==> src/rtl/pong_game_gen.sv <==
// Two-player pong engine and pixel generator: paddles, ball, scoring, serve/miss/over FSM, net.
// State updates once per frame on the refresh tick (serve acts on any cycle); rgb is combinational from registers and x/y.
module pong_game_gen #(
  parameter int TABLE_WIDTH     = 640,
  parameter int TABLE_HEIGHT    = 480,
  parameter int X_BIT_WIDTH     = 10,
  parameter int Y_BIT_WIDTH     = 10,
  parameter int PADDLE_HEIGHT   = 120,
  parameter int PADDLE_WIDTH    = 4,
  parameter int PADDLE_VELOCITY = 4,
  parameter int BALL_SPEED      = 2,
  parameter int BALL_SIZE       = 8,
  parameter int SCORE_MAX       = 9,
  parameter int MISS_FRAMES     = 60,
  parameter int RGB_WIDTH       = 1,
  parameter int PAD_COLOR       = 1,
  parameter int BALL_COLOR      = 1,
  parameter int NET_COLOR       = 1,
  parameter int BG_COLOR        = 0
) (
  input  logic                   clk,
  input  logic                   reset_n,
  input  logic                   up_l,
  input  logic                   down_l,
  input  logic                   up_r,
  input  logic                   down_r,
  input  logic                   serve,
  input  logic                   video_on,
  input  logic [X_BIT_WIDTH-1:0] x,
  input  logic [Y_BIT_WIDTH-1:0] y,
  output logic [RGB_WIDTH-1:0]   rgb,
  output logic [3:0]             score_l,
  output logic [3:0]             score_r,
  output logic                   game_over
);

  typedef logic signed [X_BIT_WIDTH:0] sx_t;
  typedef logic signed [Y_BIT_WIDTH:0] sy_t;
  typedef logic [X_BIT_WIDTH-1:0]      ux_t;
  typedef logic [Y_BIT_WIDTH-1:0]      uy_t;
  typedef enum logic [1:0] {IDLE, PLAY, MISS, OVER} state_t;

  localparam int OFF     = TABLE_WIDTH / 20;
  localparam int PAD_MAX = TABLE_HEIGHT - PADDLE_HEIGHT;
  localparam int X_MAX   = TABLE_WIDTH - BALL_SIZE;
  localparam int Y_MAX   = TABLE_HEIGHT - BALL_SIZE;
  localparam int CNT_W   = $clog2(MISS_FRAMES + 1);

  localparam sx_t SPD_X     = sx_t'(BALL_SPEED);
  localparam sy_t SPD_Y     = sy_t'(BALL_SPEED);
  localparam sx_t SX_ZERO   = sx_t'(0);
  localparam sy_t SY_ZERO   = sy_t'(0);
  localparam sx_t X_MAX_S   = sx_t'(X_MAX);
  localparam sy_t Y_MAX_S   = sy_t'(Y_MAX);
  localparam sx_t LHIT_NX   = sx_t'(OFF + PADDLE_WIDTH - 1);
  localparam sx_t RHIT_NX   = sx_t'(TABLE_WIDTH - OFF - PADDLE_WIDTH - BALL_SIZE + 1);
  localparam ux_t LHIT_X    = ux_t'(OFF);
  localparam ux_t RHIT_X    = ux_t'(TABLE_WIDTH - OFF - BALL_SIZE);
  localparam ux_t LBOUNCE_X = ux_t'(OFF + PADDLE_WIDTH);
  localparam ux_t RBOUNCE_X = ux_t'(TABLE_WIDTH - OFF - PADDLE_WIDTH - BALL_SIZE);
  localparam ux_t BALL_X0   = ux_t'(X_MAX / 2);
  localparam uy_t BALL_Y0   = uy_t'(Y_MAX / 2);
  localparam uy_t Y_MAX_U   = uy_t'(Y_MAX);
  localparam uy_t PAD_Y0    = uy_t'(PAD_MAX / 2);
  localparam uy_t PAD_MAX_Y = uy_t'(PAD_MAX);
  localparam uy_t PAD_VEL   = uy_t'(PADDLE_VELOCITY);
  localparam uy_t PAD_LAST  = uy_t'(PADDLE_HEIGHT - 1);
  localparam ux_t LP_L_X    = ux_t'(OFF);
  localparam ux_t LP_R_X    = ux_t'(OFF + PADDLE_WIDTH - 1);
  localparam ux_t RP_L_X    = ux_t'(TABLE_WIDTH - OFF - PADDLE_WIDTH);
  localparam ux_t RP_R_X    = ux_t'(TABLE_WIDTH - OFF - 1);
  localparam ux_t NET_L_X   = ux_t'(TABLE_WIDTH / 2 - 1);
  localparam ux_t NET_R_X   = ux_t'(TABLE_WIDTH / 2);
  localparam ux_t BALL_LX   = ux_t'(BALL_SIZE - 1);
  localparam uy_t BALL_LY   = uy_t'(BALL_SIZE - 1);
  localparam uy_t TICK_Y    = uy_t'(TABLE_HEIGHT + 1);
  localparam logic [3:0]       SCORE_LIM = 4'(SCORE_MAX);
  localparam logic [CNT_W-1:0] CNT_LAST  = CNT_W'(MISS_FRAMES - 1);
  localparam logic [CNT_W-1:0] CNT_ONE   = CNT_W'(1);

  state_t           state_q, state_d;
  logic [3:0]       score_l_q, score_l_d, score_r_q, score_r_d;
  uy_t              pad_l_q, pad_l_d, pad_r_q, pad_r_d;
  ux_t              ball_x_q, ball_x_d;
  uy_t              ball_y_q, ball_y_d;
  logic             dx_neg_q, dx_neg_d, dy_neg_q, dy_neg_d;
  logic             dx_serve_neg_q, dx_serve_neg_d;
  logic [CNT_W-1:0] miss_cnt_q, miss_cnt_d;
  logic             game_over_q, game_over_d;

  logic tick, point, l_overlap, r_overlap;
  sx_t  nx;
  sy_t  ny;

  function automatic uy_t pad_step(uy_t top, logic up, logic dn);
    uy_t r;
    r = top;
    if (up)      r = (top >= PAD_VEL) ? top - PAD_VEL : '0;
    else if (dn) r = (top <= PAD_MAX_Y - PAD_VEL) ? top + PAD_VEL : PAD_MAX_Y;
    return r;
  endfunction

  function automatic logic [7:0] ball_row(logic [2:0] r);
    case (r)
      3'd0, 3'd7: return 8'h3C;
      3'd1, 3'd6: return 8'h7E;
      default:    return 8'hFF;
    endcase
  endfunction

  assign tick      = (y == TICK_Y) && (x == '0);
  assign nx        = sx_t'({1'b0, ball_x_q}) + (dx_neg_q ? -SPD_X : SPD_X);
  assign ny        = sy_t'({1'b0, ball_y_q}) + (dy_neg_q ? -SPD_Y : SPD_Y);
  assign l_overlap = (ball_y_q <= pad_l_q + PAD_LAST) && (ball_y_q + BALL_LY >= pad_l_q);
  assign r_overlap = (ball_y_q <= pad_r_q + PAD_LAST) && (ball_y_q + BALL_LY >= pad_r_q);

  always_comb begin
    state_d        = state_q;
    score_l_d      = score_l_q;
    score_r_d      = score_r_q;
    pad_l_d        = pad_l_q;
    pad_r_d        = pad_r_q;
    ball_x_d       = ball_x_q;
    ball_y_d       = ball_y_q;
    dx_neg_d       = dx_neg_q;
    dy_neg_d       = dy_neg_q;
    dx_serve_neg_d = dx_serve_neg_q;
    miss_cnt_d     = miss_cnt_q;
    point          = 1'b0;

    if (tick && state_q != OVER) begin
      pad_l_d = pad_step(pad_l_q, up_l, down_l);
      pad_r_d = pad_step(pad_r_q, up_r, down_r);
    end

    case (state_q)
      IDLE: if (serve) state_d = PLAY;
      PLAY: if (tick) begin
        if (ny <= SY_ZERO) begin
          ball_y_d = '0;
          dy_neg_d = 1'b0;
        end else if (ny >= Y_MAX_S) begin
          ball_y_d = Y_MAX_U;
          dy_neg_d = 1'b1;
        end else begin
          ball_y_d = ny[Y_BIT_WIDTH-1:0];
        end
        // Paddle hits are only taken when the ball is still in front of the paddle face.
        if (dx_neg_q && nx <= LHIT_NX && ball_x_q >= LHIT_X && l_overlap) begin
          ball_x_d = LBOUNCE_X;
          dx_neg_d = 1'b0;
        end else if (!dx_neg_q && nx >= RHIT_NX && ball_x_q <= RHIT_X && r_overlap) begin
          ball_x_d = RBOUNCE_X;
          dx_neg_d = 1'b1;
        end else if (nx < SX_ZERO) begin
          score_r_d      = score_r_q + 4'd1;
          dx_serve_neg_d = 1'b1;
          point          = 1'b1;
        end else if (nx > X_MAX_S) begin
          score_l_d      = score_l_q + 4'd1;
          dx_serve_neg_d = 1'b0;
          point          = 1'b1;
        end else begin
          ball_x_d = nx[X_BIT_WIDTH-1:0];
        end
        if (point) begin
          ball_x_d   = BALL_X0;
          ball_y_d   = BALL_Y0;
          miss_cnt_d = '0;
          state_d    = (score_l_d == SCORE_LIM || score_r_d == SCORE_LIM) ? OVER : MISS;
        end
      end
      MISS: if (tick) begin
        if (miss_cnt_q == CNT_LAST) begin
          state_d  = IDLE;
          dx_neg_d = dx_serve_neg_q;
          dy_neg_d = 1'b0;
        end else begin
          miss_cnt_d = miss_cnt_q + CNT_ONE;
        end
      end
      OVER: if (serve) begin
        score_l_d = '0;
        score_r_d = '0;
        state_d   = IDLE;
        dx_neg_d  = dx_serve_neg_q;
        dy_neg_d  = 1'b0;
      end
      default: state_d = IDLE;
    endcase

    game_over_d = (state_d == OVER);
  end

  always_ff @(posedge clk or negedge reset_n) begin
    if (!reset_n) begin
      state_q        <= IDLE;
      score_l_q      <= '0;
      score_r_q      <= '0;
      pad_l_q        <= PAD_Y0;
      pad_r_q        <= PAD_Y0;
      ball_x_q       <= BALL_X0;
      ball_y_q       <= BALL_Y0;
      dx_neg_q       <= 1'b0;
      dy_neg_q       <= 1'b0;
      dx_serve_neg_q <= 1'b0;
      miss_cnt_q     <= '0;
      game_over_q    <= 1'b0;
    end else begin
      state_q        <= state_d;
      score_l_q      <= score_l_d;
      score_r_q      <= score_r_d;
      pad_l_q        <= pad_l_d;
      pad_r_q        <= pad_r_d;
      ball_x_q       <= ball_x_d;
      ball_y_q       <= ball_y_d;
      dx_neg_q       <= dx_neg_d;
      dy_neg_q       <= dy_neg_d;
      dx_serve_neg_q <= dx_serve_neg_d;
      miss_cnt_q     <= miss_cnt_d;
      game_over_q    <= game_over_d;
    end
  end

  assign score_l   = score_l_q;
  assign score_r   = score_r_q;
  assign game_over = game_over_q;

  logic [2:0] bm_row, bm_col;
  logic [7:0] bm_bits;
  logic       on_pad, on_ball, on_net;

  // The bitmap index wraps modulo 8, so the ball need not sit on an 8-pixel grid.
  assign bm_row  = y[2:0] - ball_y_q[2:0];
  assign bm_col  = x[2:0] - ball_x_q[2:0];
  assign bm_bits = ball_row(bm_row);
  assign on_pad  = (x >= LP_L_X && x <= LP_R_X && y >= pad_l_q && y <= pad_l_q + PAD_LAST) ||
                   (x >= RP_L_X && x <= RP_R_X && y >= pad_r_q && y <= pad_r_q + PAD_LAST);
  assign on_ball = (state_q != OVER) && x >= ball_x_q && x <= ball_x_q + BALL_LX &&
                   y >= ball_y_q && y <= ball_y_q + BALL_LY && bm_bits[3'd7 - bm_col];
  assign on_net  = (x == NET_L_X || x == NET_R_X) && !y[3];

  always_comb begin
    rgb = RGB_WIDTH'(BG_COLOR);
    if (!video_on)    rgb = '0;
    else if (on_pad)  rgb = RGB_WIDTH'(PAD_COLOR);
    else if (on_ball) rgb = RGB_WIDTH'(BALL_COLOR);
    else if (on_net)  rgb = RGB_WIDTH'(NET_COLOR);
  end

endmodule
==> config.mk <==
export PLATFORM = sky130hd
export DESIGN_NAME = pong_game_gen
export DESIGN_NICKNAME = d
export VERILOG_FILES = /design/src/rtl/pong_game_gen.sv
export SDC_FILE = /design/constraint.sdc
export NUM_CORES = 1
export LEC_CHECK = 0
export ABC_AREA = 0
export BUFFER_PORTS_ARGS = -buffer_cell sky130_fd_sc_hd__buf_4
export CORE_AREA = 3 3 130 132
export DETAILED_ROUTE_END_ITERATION = 10
export DIE_AREA = 0 0 133 135
export PLACE_DENSITY = 0.72
export SLEW_MARGIN = 10
export SYNTH_ARGS = -nofsm -noshare
export SYNTH_HDL_FRONTEND = slang
export SYNTH_SLANG_ARGS = --single-unit
==> constraint.sdc <==
create_clock -name clk -period 4.4 [get_ports clk]
set_input_delay 0.66 -clock clk [delete_from_list [all_inputs] [get_ports clk]]
set_output_delay 0.66 -clock clk [all_outputs]
set_load 0.05 [all_outputs]
==> results.sh <==
export IMPL_result_of_the_run="complete, no violations"
export IMPL_startpoint_type="register"
export IMPL_synth_fp_nets=1026
export IMPL_finalSetupViolCount=0
export IMPL_syn_area_mm2=0.00712
export IMPL_worst_slew_margin_rel_pct=28.1
export IMPL_synth_edff_count=0
export IMPL_power_report_internal_total_mw=0.842
export IMPL_synthFlopType="dfrtp_1"
export IMPL_grtUsageMet3_pct=3.02
export IMPL_critPathMaxStageDelay_ns=0.64
export IMPL_worst_hold_class="input pin to async pin"
export IMPL_globalRouteMet1Util_pct=30.5
export IMPL_sequential_element_share_of_the_synthesized_area_pct=19.3
export IMPL_first_pass_grt_wire_length_um=32500
export IMPL_timing_final_crit_share_pct=94.2
export IMPL_route_vias_total=6613
export IMPL_area_delta_synth_final_pct=9.28
export IMPL_hold_buffers=0
export IMPL_finalWorstPathRequiredPeriod_ns=4.15
export IMPL_syn_avg_cell_area_um2=8.29
export IMPL_fraction_of_synthesized_area_in_multiplexers_pct=0.879
export IMPL_r2r_setup_slack_ns=0.39
export IMPL_die_width_um=133
export IMPL_leakagePower_nw=3.41
export IMPL_tritoncts_clock_tree="built"
export IMPL_top_level_ports=38
export IMPL_rsz_0062_raised_after_global_routing="no"
export IMPL_drt_pass1_iter_count=5
export IMPL_clk_insertion_delay_late_ns=0.31
export IMPL_post_route_cells_drive_above_1_share_pct=9.14
export IMPL_path_buf_inv=3
export IMPL_ant_diodes=0
export IMPL_synth_seq_cells=54
export IMPL_crit_path_start="ball_y_q[3]"
export IMPL_regToRegEndpoint="dx_neg_q"
export IMPL_max_freq_ghz=0.241
export IMPL_sink_count_of_the_clock_tree=54
export IMPL_layout_filler_cells=1560
export IMPL_htree_levels=2
export IMPL_holdWs_ns=0.379
export IMPL_grt_use_total_pct=22.0
export IMPL_cell_type_with_the_highest_aggregate_area_in_the_netlist="ha_1"
export IMPL_critical_path_endpoint_type="output pin"
export IMPL_post_cts_buffers=0
export IMPL_timing_critical_path_max_delay_family="simple AND/OR/NAND/NOR gates"
export IMPL_number_of_routed_nets_with_antenna_violations=0
export IMPL_cts_buffer_depth=2
export IMPL_post_synth_top_area_fraction_pct=23.7
export IMPL_viasPerCell=6.00
export IMPL_synth_yosys_warnings=0
export IMPL_ir_worst_vdd_mv=0.151
export IMPL_highest_utilization_routing_layer_at_the_global_route_stage="met2"
export IMPL_grt_ovfl_total=0
export IMPL_grt_antenna_before_repair=0
export IMPL_setup_worst_path_class="register to output pin"
export IMPL_timing_critical_path_cells="inv_1 -> nor3_1 -> and3_1 -> nand3b_1 -> xnor2_1 -> inv_1 -> ha_1 -> nand4_1 -> nor2_1 -> a221oi_1 -> a32o_1 -> a32o_1 -> buf_4"
export IMPL_synth_cells_most_frequent="ha_1, nor2_1, o21ai_0"
export IMPL_ff_latch_area_mm2=0.00138
export IMPL_post_synth_xor_area_fraction_pct=5.78
export IMPL_drc=0
export IMPL_die_height_um=135
export IMPL_synth_simple_gate_area_share_pct=17.9
export IMPL_avgRoutedWirePerCell_um=17.9
export IMPL_cts_root_buf="clkbuf_16"
export IMPL_cp_endpoint="rgb"
export IMPL_worst_margin_pin_slew_ns=1.06
export IMPL_power_switching_share_pct=25.7
export IMPL_critical_path_cell_count=13
export IMPL_synthCells=859
export IMPL_synth_area_top_cells="ha_1, dfrtp_1, dfstp_2"
export IMPL_cts_made_buffers=5
export IMPL_ys_types=80
export IMPL_netSwitchingPower_mw=0.292
export IMPL_synthAdderAreaFrac_pct=24.8
export IMPL_cp_slowest_cell="dfstp_2"
export IMPL_max_cap_viol_count=0
export IMPL_global_routing_usage_on_met2_pct=36.0
export IMPL_core_area_mm2=0.0158
export IMPL_wirelength_um=19700
export IMPL_place_congestion=0.970
export IMPL_fin_worst_skew_ns=0.00403
export IMPL_final_hold_violation_count=0
export IMPL_layout_nets=1052
export IMPL_combinational_group_share_of_total_power_pct=12.4
export IMPL_fin_setup_tns_ns=0
export IMPL_grt_start_max_net_pins=55
export IMPL_synth_compound_area_share_pct=26.7
export IMPL_num_rows=46
export IMPL_first_global_vias=6376
export IMPL_required_time_reported_for_the_critical_path_endpoint_ns=3.74
export IMPL_detailedRoute_firstIterationViolations=512
export IMPL_power_sequential_fraction_pct=44.0
export IMPL_fp_dieArea_mm2=0.0180
export IMPL_timing_final_max_slew_violations=0
export IMPL_effective_utilization_at_floorplan_pct=45.0
export IMPL_synth_top_family_by_area="compound AO/OA/AOI/OAI gates"
export IMPL_buffer_ports_inserted=37
export IMPL_total_power_mw=1.13
export IMPL_r2r_worst_path_cells=15
export IMPL_area_occupied_by_multi_input_gates_mm2=0.00542
export IMPL_pwr_density_cell_mw_per_mm2=146
export IMPL_post_synth_top_count_cell="ha_1"
export IMPL_data_arrival_at_the_endpoint_of_the_critical_path_ns=3.49
export IMPL_clk_transition_reported_paths_ns=0.08
export IMPL_asyncSetResetFlopFracSynth_pct=100
export IMPL_hpwlAfterDp_um=15400
export IMPL_worstReg2RegStart="ball_y_q[3]"
export IMPL_path_max_fanout=6
export IMPL_clock_power_share_pct=43.6
## routing by layer
layer | vias to the layer above | routed length [um]
met4 | 0 | 384
met2 | 192 | 9060
met5 | - | 0
met1 | 3117 | 9240
met3 | 25 | 1060
li1 | 3279 | -
## sequential cells by signal (all words and copies together), names as in the netlist
name / flops
ball_x_q: 9
ball_y_q: 9
pad_l_q: 8
pad_r_q: 8
miss_cnt_q: 6
score_l: 4
score_r: 4
state_q: 2
dx_neg_q: 1
dx_serve_neg_q: 1
dy_neg_q: 1
game_over: 1
## repair_timing
action | CTS | global route
endpoints found under the hold margin | 0 | 0
endpoints found under the setup margin | 0 | 1
gates resized for setup | 0 | 1
## worst register-to-register path: stages, from the launching register on
cell,delay (ns)
dfstp_2,0.64
inv_1,0.15
nor3_1,0.23
and3_1,0.22
o21ai_0,0.10
xnor2_1,0.36
ha_1,0.25
o21a_1,0.13
o221ai_1,0.11
a21oi_1,0.14
o311ai_0,0.14
buf_4,0.19
a2111oi_1,0.55
a21oi_1,0.26
a31oi_1,0.27
mux2i_1,0.20
## kinds of logic after synthesis
kind of cell             after synthesis
XOR/XNOR                              47
other                                  2
AO/OA/AOI/OAI                        282
multiplexers                           6
buffers and inverters                 84
adder cells (fa/ha/maj)              139
AND/OR/NAND/NOR                      245
flip-flops                            54
## how the worst min path moves through the flow
| stage | depth (start not counted) | to |
|---|---|---|
| floorplan | 0 | ball_x_q[1] |
| finish | 1 | pad_r_q[3] |
| global placement | 2 | dx_serve_neg_q |
| global route | 1 | pad_r_q[3] |
| CTS | 1 | pad_r_q[3] |
| detailed placement | 2 | dx_serve_neg_q |
## cells in the final DEF (no fill, tap or decap), types with 5 or more instances in the layout
master,synthesis,routed
nand4_1,16,16
clkbuf_16,0,5
nor3_1,24,24
o21ai_0,70,70
o21ai_1,5,5
a211oi_1,7,7
buf_4,0,40
nand3_1,23,23
o21a_1,24,24
nand3b_1,5,5
a21oi_1,53,53
xor2_1,15,15
o211ai_1,11,11
nor2b_1,9,9
nand2_1,39,39
nor2_1,73,73
o31ai_1,15,15
ha_1,135,135
nand2b_1,7,7
dfstp_2,18,18
a31oi_1,9,9
nor4_1,8,8
a21o_1,16,16
xnor2_1,32,32
a22oi_1,15,15
nor4b_1,5,5
or3_1,9,9
o22ai_1,5,5
dfrtp_1,36,35
inv_1,63,63
## power groups by stage
| stage | Sequential [mW] | Combinational [mW] | Clock (mW) |
|---|---|---|---|
| global placement | 0.509 | 0.137 | 0 |
| detailed placement | 0.509 | 0.139 | 0 |
| CTS | 0.499 | 0.140 | 0.505 |
| floorplan | 0.507 | 0.0697 | 0 |
| finish | 0.499 | 0.141 | 0.495 |
| global route | 0.500 | 0.157 | 0.526 |
## through the flow
stage | util, % | instances | worst slack [ns] | area [um2]
after floorplan | - | 859 | 0.793 | 7120
after global placement | 48.0 | 1094 | 0.447 | 7600
after detailed placement | 48.0 | 1094 | 0.517 | 7600
after CTS | 49.2 | 1102 | 0.247 | 7780
after global routing | 49.2 | 1102 | 0.0493 | 7780
final | 49.2 | 1102 | 0.253 | 7780
## layout make-up
type,count,share of cell area (%)
clock buffers,6,1.78
clock inverters,2,0.498
inverters,63,3.04
multi-input cells,721,69.7
flip-flops and latches,54,17.7
well taps,216,3.47
repair buffers,40,3.86
Note: power is estimated with default switching activity, not from simulation.
